--- config.mk ---
export PLATFORM = sky130hd
export DESIGN_NAME = seg_scan_ctrl
export DESIGN_NICKNAME = d
export VERILOG_FILES = /design/src/rtl/seg_pkg.sv /design/src/rtl/seg_decode.sv /design/src/rtl/seg_scan_ctrl.sv
export SDC_FILE = /design/constraint.sdc
export NUM_CORES = 1
export LEC_CHECK = 0
export BUFFER_PORTS_ARGS = -buffer_cell sky130_fd_sc_hd__buf_2
export CAP_MARGIN = 30
export CORE_MARGIN = 2
export CORE_UTILIZATION = 50
export CTS_CLUSTER_DIAMETER = 40
export DETAILED_ROUTE_END_ITERATION = 16
export PLACE_DENSITY = 0.72
export SLEW_MARGIN = 10
export SYNTH_ARGS = -nofsm -noshare
export SYNTH_HDL_FRONTEND = slang
export SYNTH_HIERARCHICAL = 1
export SYNTH_SLANG_ARGS = --single-unit
export TNS_END_PERCENT = 20
--- constraint.sdc ---
create_clock -name clk -period 3.5 [get_ports clk]
set_input_delay 0.175 -clock clk [delete_from_list [all_inputs] [get_ports clk]]
set_output_delay 0.175 -clock clk [all_outputs]
set_load 0.03 [all_outputs]
--- src/rtl/seg_pkg.sv ---
// ============================================================================
// Module      : seg_pkg
// Description : Shared constants for the 8-digit seven-segment scan
//               controller: hex segment table, blanking/select idle
//               patterns, digit count and scan FSM state encoding.
// Revision    : 1.0 - initial release
// ============================================================================
`default_nettype none

package seg_pkg;

  // Number of digits in the display
  localparam int NUM_DIG = 8;

  // All segments dark (active-low) and no digit selected (active-low)
  localparam logic [7:0] SEG_OFF = 8'hFF;
  localparam logic [7:0] SEL_OFF = 8'hFF;

  // Active-low a..g patterns (bit 0 = a, bit 6 = g) for hex 0..F
  localparam logic [6:0] SEG_HEX [16] = '{
    7'h40, 7'h79, 7'h24, 7'h30,   // 0 1 2 3
    7'h19, 7'h12, 7'h02, 7'h78,   // 4 5 6 7
    7'h00, 7'h10, 7'h08, 7'h03,   // 8 9 A b
    7'h46, 7'h21, 7'h06, 7'h0E    // C d E F
  };

  // Scan FSM state encoding
  localparam int STATE_W = 1;
  typedef logic [STATE_W-1:0] seg_state_t;
  localparam seg_state_t ST_GUARD = 1'b0;
  localparam seg_state_t ST_DWELL = 1'b1;

endpackage

`default_nettype wire

--- src/rtl/seg_decode.sv ---
// ============================================================================
// Module      : seg_decode
// Description : Combinational hex + decimal-point to active-low segment
//               decoder. seg[6:0] = a..g, seg[7] = dp.
// Revision    : 1.0 - initial release
// ============================================================================
`default_nettype none

module seg_decode
  import seg_pkg::*;
(
  input  logic [3:0] hex,
  input  logic       dp,
  output logic [7:0] seg
);

  // Table lookup for a..g; dp is inverted onto the active-low bit 7
  always_comb begin
    seg = {~dp, SEG_HEX[hex]};
  end

endmodule

`default_nettype wire

--- src/rtl/seg_scan_ctrl.sv ---
// ============================================================================
// Module      : seg_scan_ctrl
// Description : Multiplexed 8-digit seven-segment scan controller with a
//               host-written shadow buffer and a frame-synchronous commit
//               into the displayed (active) buffer. Each digit is driven for
//               DWELL_CYC clocks, separated by GUARD_CYC all-off clocks.
//               Optional build macro SEG_LZB_EN enables leading-zero
//               blanking (digits 7 downward, digit 0 never blanked).
// Revision    : 1.0 - initial release
// ============================================================================
`default_nettype none

module seg_scan_ctrl
  import seg_pkg::*;
#(
  parameter logic [24:0] DWELL_CYC = 25'd50_000,
  parameter logic [24:0] GUARD_CYC = 25'd500
) (
  input  logic       clk,
  input  logic       rst,
  input  logic       wr_valid,
  output logic       wr_ready,
  input  logic [2:0] wr_addr,
  input  logic [4:0] wr_data,
  input  logic       wr_commit,
  output logic [7:0] sel,
  output logic [7:0] seg,
  output logic       frame_done
);

  // --------------------------------------------------------------------------
  // Storage and state
  // --------------------------------------------------------------------------
  logic [4:0]  r_shadow [NUM_DIG];
  logic [4:0]  r_active [NUM_DIG];
  logic        r_commit_pending;

  seg_state_t  r_state;
  seg_state_t  w_state_nxt;
  logic [24:0] r_cnt;
  logic [24:0] w_cnt_nxt;
  logic [2:0]  r_idx;
  logic [2:0]  w_idx_nxt;

  logic [7:0]  r_sel;
  logic [7:0]  r_seg;
  logic        r_frame_done;

  logic        w_frame_end;
  logic [7:0]  w_sel_nxt;
  logic [7:0]  w_seg_nxt;
  logic [4:0]  w_cur;
  logic [7:0]  w_dec_seg;
  logic        w_blank;

  // A commit blocks further host traffic until the frame boundary copies it
  assign wr_ready   = ~r_commit_pending;
  assign sel        = r_sel;
  assign seg        = r_seg;
  assign frame_done = r_frame_done;

  // --------------------------------------------------------------------------
  // Decoder for the digit currently addressed by the scan index
  // --------------------------------------------------------------------------
  assign w_cur = r_active[r_idx];

  seg_decode u_decode (
    .hex (w_cur[3:0]),
    .dp  (w_cur[4]),
    .seg (w_dec_seg)
  );

  // --------------------------------------------------------------------------
  // Leading-zero blanking
  // --------------------------------------------------------------------------
`ifdef SEG_LZB_EN
  logic [NUM_DIG-1:0] w_blank_mask;
  logic               w_lz_run;

  // Walk from the leftmost digit down; blanking stops at the first digit
  // that is non-zero or carries a decimal point. Digit 0 is never blanked.
  always_comb begin
    w_blank_mask = '0;
    w_lz_run     = 1'b1;
    for (int i = NUM_DIG - 1; i >= 1; i--) begin
      w_lz_run        = w_lz_run & (r_active[i] == 5'd0);
      w_blank_mask[i] = w_lz_run;
    end
  end

  assign w_blank = w_blank_mask[r_idx];
`else
  assign w_blank = 1'b0;
`endif

  // --------------------------------------------------------------------------
  // Scan FSM
  // --------------------------------------------------------------------------

  // State register: phase, cycle counter and digit index
  always_ff @(posedge clk or posedge rst) begin
    if (rst) begin
      r_state <= ST_GUARD;
      r_cnt   <= '0;
      r_idx   <= '0;
    end else begin
      r_state <= w_state_nxt;
      r_cnt   <= w_cnt_nxt;
      r_idx   <= w_idx_nxt;
    end
  end

  // Next-state: count out each phase, advance the digit after its dwell
  always_comb begin
    w_state_nxt = r_state;
    w_cnt_nxt   = r_cnt + 25'd1;
    w_idx_nxt   = r_idx;
    case (r_state)
      ST_GUARD: begin
        if (r_cnt == GUARD_CYC - 25'd1) begin
          w_state_nxt = ST_DWELL;
          w_cnt_nxt   = '0;
        end
      end
      ST_DWELL: begin
        if (r_cnt == DWELL_CYC - 25'd1) begin
          w_state_nxt = ST_GUARD;
          w_cnt_nxt   = '0;
          w_idx_nxt   = r_idx + 3'd1;
        end
      end
      default: begin
        w_state_nxt = ST_GUARD;
        w_cnt_nxt   = '0;
        w_idx_nxt   = '0;
      end
    endcase
  end

  // Output decode: select/segment values for the next registered update
  always_comb begin
    w_frame_end = 1'b0;
    w_sel_nxt   = SEL_OFF;
    w_seg_nxt   = SEG_OFF;
    if (r_state == ST_DWELL) begin
      w_sel_nxt   = ~(8'd1 << r_idx);
      w_seg_nxt   = w_blank ? SEG_OFF : w_dec_seg;
      w_frame_end = (r_cnt == DWELL_CYC - 25'd1) && (r_idx == 3'd7);
    end
  end

  // Registered outputs so sel/seg cannot glitch across two digits
  always_ff @(posedge clk or posedge rst) begin
    if (rst) begin
      r_sel        <= SEL_OFF;
      r_seg        <= SEG_OFF;
      r_frame_done <= 1'b0;
    end else begin
      r_sel        <= w_sel_nxt;
      r_seg        <= w_seg_nxt;
      r_frame_done <= w_frame_end;
    end
  end

  // --------------------------------------------------------------------------
  // Host buffers
  // --------------------------------------------------------------------------

  // Shadow writes, commit request, and the frame-boundary copy to active
  always_ff @(posedge clk or posedge rst) begin
    if (rst) begin
      for (int i = 0; i < NUM_DIG; i++) begin
        r_shadow[i] <= '0;
        r_active[i] <= '0;
      end
      r_commit_pending <= 1'b0;
    end else begin
      if (wr_valid && wr_ready) begin
        r_shadow[wr_addr] <= wr_data;
      end
      // Shadow is frozen while pending, so the copy sees the committed image
      if (w_frame_end && r_commit_pending) begin
        for (int i = 0; i < NUM_DIG; i++) begin
          r_active[i] <= r_shadow[i];
        end
        r_commit_pending <= 1'b0;
      end else if (wr_commit && wr_ready) begin
        r_commit_pending <= 1'b1;
      end
    end
  end

endmodule

`default_nettype wire

# == Word level (Yosys, flattened, before mapping) ==
# Memory sizes are Yosys's and may differ from the RTL's.
# Index checks and enable logic that the tools add are counted.
# classes
addsub,2
magnitude_cmp,4
n_bitwise,7
reduce_logical,7
n_shift,1
eq_ne,3
muxes,19
# op_table
cell,n
2-to-1 mux 25 bit,2
one-hot mux 25 bit (2 select lines),1
bitwise mux 40 bit,1
adder 25 x 1 -> 25 bit (second input constant),1
== test 25 x 16 -> 1 bit (second input constant),1
== test 25 x 9 -> 1 bit (second input constant),1
2-to-1 mux 8 bit,2
binary-select mux 5 bit (select 3 bit),1
demux 5 bit (select 3 bit),1
2-to-1 mux 5 bit,3
2-to-1 mux 7 bit,2
greater-or-equal comparator 4 bit (second input constant),2
inverter 3 -> 4 bit,2
inverter 8 bit,1
<< shifter 1 x 3 -> 8 bit (first input constant),1
greater-or-equal comparator 5 bit (second input constant),1
logical AND 1 bit,5
2-to-1 mux 1 bit,5
inverter 4 -> 5 bit,1
less-than comparator 4 x 1 -> 1 bit (second input constant),1
adder 3 x 1 -> 3 bit (second input constant),1
== test 3 bit (second input constant),1
inverter 1 bit,3
one-hot mux 1 bit (2 select lines),1
other kinds (2),2
# word_totals
inputBits,12
wordCells,67
rom_bits,112
regBits,127
memories,1
# memory_table
name,depth,width,read_ports,rd_clocked_by_memory_dff,write_ports,line_no,rtl
(no name shown),16,7,1,0,0,seg_decode.sv:19,"seg = {~dp, SEG_HEX[hex]};"

# == Longest topological paths before layout ==
# depth
depth_word,9
mapped_depth,10

# == Cells and area by module ==
# The synthesis kept the hierarchy.
# by_module_without_submodules
module,area_per_inst_um2,n_inst,cells_per_inst
seg_scan_ctrl,5545.3,1,388
seg_decode,272.8,1,34

# == Least setup slack after synthesis ==
# No wires, ideal clock.
# synth_path
path_type,reg2reg
start,reg r_idx[0]
end,reg r_seg[3] (netlist: seg[3])
stages_incl_launch_ff,10
arrival_ns,2.319
path_buffers,1
path_slack_ns,1.093
setup_ns,0.088
path_cell_list,dfrtp_1 > buf_2 > mux4_2 > nand2_1 > nand2_1 > inv_1 > ha_1 > inv_1 > mux4_2 > nand2b_1
# synth_via
elab_chain_cells,9
# synth_rtl
item,line_no,rtl
"start, declared",seg_scan_ctrl.sv:42,logic [2:0] r_idx;
"start signal, assigned",seg_scan_ctrl.sv:109,r_idx <= w_idx_nxt;
inverter 3 -> 4 bit (implied by the code),seg_scan_ctrl.sv:65,assign w_cur = r_active[r_idx];
binary-select mux 5 bit (select 3 bit),seg_scan_ctrl.sv:65,
2-to-1 mux 5 bit (implied by the code) (2 in series),seg_scan_ctrl.sv:65,
net w_cur[0],seg_scan_ctrl.sv:52,logic [4:0] w_cur;
inverter 4 -> 5 bit (implied by the code),seg_decode.sv:19,
memory (16 x 7 bit),n/a,
2-to-1 mux 7 bit (implied by the code) (2 in series),seg_decode.sv:19,
net w_dec_seg[3],seg_scan_ctrl.sv:53,logic [7:0] w_dec_seg;
2-to-1 mux 8 bit,seg_scan_ctrl.sv:145,if (r_state == ST_DWELL) begin
net w_seg_nxt[3],seg_scan_ctrl.sv:51,logic [7:0] w_seg_nxt;
"end signal, assigned",seg_scan_ctrl.sv:160,r_seg <= w_seg_nxt;
"end, declared",seg_scan_ctrl.sv:46,logic [7:0] r_seg;
# The timed path passes the listed nets, and every way through them passes these cells. The select of a mux whose other input is x is not followed.
# A chain may end at the register's enable or synchronous reset.

# == Worst setup path after layout ==
# Ends and elaborated chain as after synthesis.

==> summary.md <==
| Metric | Value |
|---|---|
| Largest net degree at the start of global routing | 87 |
| Register area share after synthesis | 0.550 |
| Worst Reg-to-Reg Cells | 8 |
| Internal power | 2.85 mW |
| Share of cells above drive strength 1 | 0.378 |
| Number of core rows | 39 |
| Total negative setup slack | 0 ns |
| Routed wire per std cell | 16.9 um |
| HP Start | wr_data[4] |
| Initial DRT Pass Iterations | 4 |
| CTS max path bufs | 2 |
| Starting DRT DRC Count | 219 |
| Synthesized-area fraction occupied by xor and xnor cells | 0.0346 |
| Unique masters post-synth | 43 |
| Slew margin rel. | 0.465 |
| Post-route worst setup slack | 0.771 ns |
| TritonCTS clock tree | built |
| Power per cell area | 523 mW/mm^2 |
| Worst skew pair latency | 0.42 ns |
| ANT nets after route | 0 |
| Worst-margin pin slew | 0.796 ns |
| Post-synth EDFFs | 0 |
| Clock Skew | 0.00737 ns |
| Sw frac | 0.196 |
| Clock slew at reported path FFs | 0.06 ns |
| CP required | 3.82 ns |
| Syn Nets | 448 |
| Initial Util | 0.512 |
| Crit. End Element | flop |
| Worst Setup Path Type | flop to flop |
| Htree depth | 4 |
| Vias in the first global route | 3383 |
| Area growth, synth to finish | 16.7% |
| Global route overflow | 0 |
| Hold crit path type | input pin to flop |
| Die Wd | 112 um |
| CTS resizes | 0 |
| Comb pwr share | 0.020 |
| Root buffer cell | clkbuf_16 |
| Most used DFF post-synth | dfrtp_1 |
| Post-synthesis instance area | 0.00582 mm^2 |
| Main combinational cell family by area after synthesis | multiplexers |
| Hold Fails Final Rpt | 0 |
| Syn Inst Count | 422 |
| Synth Area in Simple Gates | 0.112 |
| Global-route wire length before repair | 17800 um |
| Post-DP Area | 0.00608 mm^2 |
| Hold buffers post-CTS | 2 |
| DP HPWL | 6790 um |
| Post-Place Worst Slack | 0.757 ns |
| Crit Path Max Fanout | 14 |
| Hold Crit Depth | 2 |
| Antenna violations before repair | 0 |
| Ys async rst share | 1.00 |
| Leakage power | 3.21 nW |
| Core ar. | 0.0114 mm^2 |
| Residual DRC | 0 |
| Port bufs | 29 |
| Post-synthesis compound-gate area fraction | 0.0120 |
| Max VDD drop | 0.000543 V |
| Flop-to-flop setup slack | 0.77 ns |
| Storage element area | 0.00320 mm^2 |
| Period utilisation layout | 0.780 |
| Fin area | 0.00679 mm^2 |
| Ys Warns | 6 |
| Final setup viols | 0 |
| Clock Sinks | 127 |
| CTS buffer count | 17 |
| Slew Limit Fails | 0 |
| Die footprint | 0.0125 mm^2 |
| Adder-cell share of the synthesized area | 0.0301 |
| Via/cell ratio | 5.34 |
| Total setup buffers inserted after CTS | 0 |
| Part of the power in registers | 0.423 |
| Mux cell area share after synthesis | 0.237 |
| Antenna fix cells | 0 |
| Clock share of power | 0.557 |
| Boundary pin count | 30 |
| Multi-input logic area | 0.00247 mm^2 |
| Hold Crit Endpoint | r_shadow[29]$_DFFE_PP0P_ |
| GPL Wtd Cong | 0.801 |
| Fin crit period | 2.73 ns |
| CP startpoint kind | flop |
| Final nets | 487 |
| Filler Cells Inserted | 889 |
| Mapped Avg Cell Area | 13.8 um^2 |
| Register bit total from synthesis | 127 |
| Via count | 3297 |
| RR Startpoint | r_idx[0]$_DFFE_PP0P_ |
| Total power | 3.55 mW |
| Die height | 112 um |
| RSZ-0062 raised after global routing | false |
| FF-to-FF End | seg[3]$_DFF_PP1_ |
| Final WL | 10400 um |
| Max-cap violation count | 0 |
| Worst path arrival time | 3.05 ns |
| Net switching power | 0.697 mW |
| Run status | completed |
| Peak Freq | 366 MHz |
| Gr usage total | 0.185 |
## kinds of logic (layout without fill, tap and decap cells)
logic type	Yosys count	after routing
DFF	127	127
buffers and inverters	27	79
and+or+nand+nor	121	121
AOI/OAI and AO/OA	11	11
adders and majority gates	14	14
xor gates and xnor gates	23	23
muxes	99	99
## area by class of cell
| cell class | instances | share of cell area |
|---|---|---|
| Clock buffer | 18 | 0.0632 |
| Clock inverter | 14 | 0.0354 |
| Inverter | 12 | 0.00719 |
| Multi-Input combinational cell | 268 | 0.364 |
| Sequential cell | 127 | 0.471 |
| Tap cell | 143 | 0.0264 |
| Timing Repair Buffer | 35 | 0.0324 |
## registers in the layout (all words and copies together), names as in the netlist
| register | flops |
|---|---|
| seg | 8 |
| r_state | 1 |
| r_shadow | 40 |
| r_active | 40 |
| r_commit_pending | 1 |
| r_idx | 3 |
| r_cnt | 25 |
| sel | 8 |
| frame_done | 1 |
## Yosys cell counts (all sizes together) (2+ instances only)
master | number | area (um^2)
dfrtp | 111 | 2780
mux2 | 81 | 1060
nand2 | 35 | 131
nor2 | 25 | 93.8
nand3 | 18 | 103
dfstp | 16 | 420
xnor2 | 16 | 140
ha | 14 | 175
inv | 12 | 45.0
mux4 | 11 | 248
buf | 10 | 82.6
nand2b | 10 | 62.6
mux2i | 7 | 70.1
nand4 | 7 | 58.8
nor4 | 7 | 65.1
xor2 | 7 | 61.3
clkbuf | 5 | 20.0
nor3 | 4 | 20.0
nor3b | 4 | 30.0
a21oi | 3 | 15.0
o21ai | 3 | 15.0
a21o | 2 | 15.0
and3 | 2 | 13.8
and4 | 2 | 17.5
nand3b | 2 | 15.0
nor2b | 2 | 12.5
## routing by layer
layer,track usage,up-vias,part of all wire
met5,0,-,0
met4,0.0642,0,0.0055
met3,0.0555,5,0.037
met2,0.268,60,0.46
met1,0.267,1674,0.50
li1,-,1558,-
## stage by stage
stage / hold slack (ns) / util / instances
3_5_place_dp: 0.382 / 0.535 / 582
3_3_place_gp: 0.383 / 0.535 / 582
5_1_grt: 0.114 / 0.597 / 617
2_1_floorplan: 0.292 / - / 422
6_report: 0.112 / 0.597 / 617
4_1_cts: 0.0952 / 0.595 / 616
## worst max-delay path by stage
stage | slack (ns) | end | from | cells past startpoint
after global routing | 0.49 | seg[3]$_DFF_PP1_ | r_idx[0]$_DFFE_PP0P_ | 8
after detailed placement | 0.76 | seg[3]$_DFF_PP1_ | r_idx[0]$_DFFE_PP0P_ | 8
final | 0.77 | seg[3]$_DFF_PP1_ | r_idx[0]$_DFFE_PP0P_ | 8
after global placement | 0.84 | seg[3]$_DFF_PP1_ | r_idx[0]$_DFFE_PP0P_ | 8
after floorplan | 1.09 | seg[3]$_DFF_PP1_ | r_idx[0]$_DFFE_PP0P_ | 9
after CTS | 0.72 | seg[3]$_DFF_PP1_ | r_idx[0]$_DFFE_PP0P_ | 8
## power groups by stage
| stage | clock [mW] | combinational [mW] | sequential (mW) |
|---|---|---|---|
| floorplan | 0 | 0.0412 | 1.52 |
| global placement | 0 | 0.0661 | 1.52 |
| detailed placement | 0 | 0.0691 | 1.53 |
| CTS | 2.01 | 0.0710 | 1.50 |
| global route | 2.09 | 0.0813 | 1.50 |
| finish | 1.98 | 0.0705 | 1.50 |
## critical path, cell delays in order, from the launching register on
cell and delay, ns:
dfrtp_1 0.85, mux4_2 0.59, nand2_1 0.08, nand2_1 0.15, inv_1 0.18, ha_1 0.15
inv_1 0.04, mux4_2 0.43, nand2b_1 0.15
## placed cells by master (no fill, tap or decap), types with 2 or more instances in the layout
| master | instances |
|---|---|
| a21oi_1 | 3 |
| xnor2_1 | 16 |
| and4_1 | 2 |
| clkinvlp_4 | 6 |
| bufinv_16 | 6 |
| dlygate4sd3_1 | 2 |
| inv_1 | 11 |
| ha_1 | 14 |
| mux2i_1 | 7 |
| nand3b_1 | 2 |
| nand2b_1 | 10 |
| dfrtp_1 | 111 |
| buf_12 | 2 |
| mux2_2 | 42 |
| clkinv_4 | 2 |
| nand2_1 | 35 |
| o21ai_1 | 2 |
| nand3_1 | 17 |
| mux2_4 | 39 |
| buf_4 | 2 |
| a21o_1 | 2 |
| xor2_1 | 7 |
| nand4_1 | 6 |
| dfstp_2 | 16 |
| buf_2 | 29 |
| nor2b_1 | 2 |
| nor3_1 | 4 |
| nor3b_1 | 4 |
| clkbuf_16 | 17 |
| nor4_1 | 5 |
| mux4_2 | 11 |
| nor2_1 | 25 |
(Power assumes the default switching activity.)
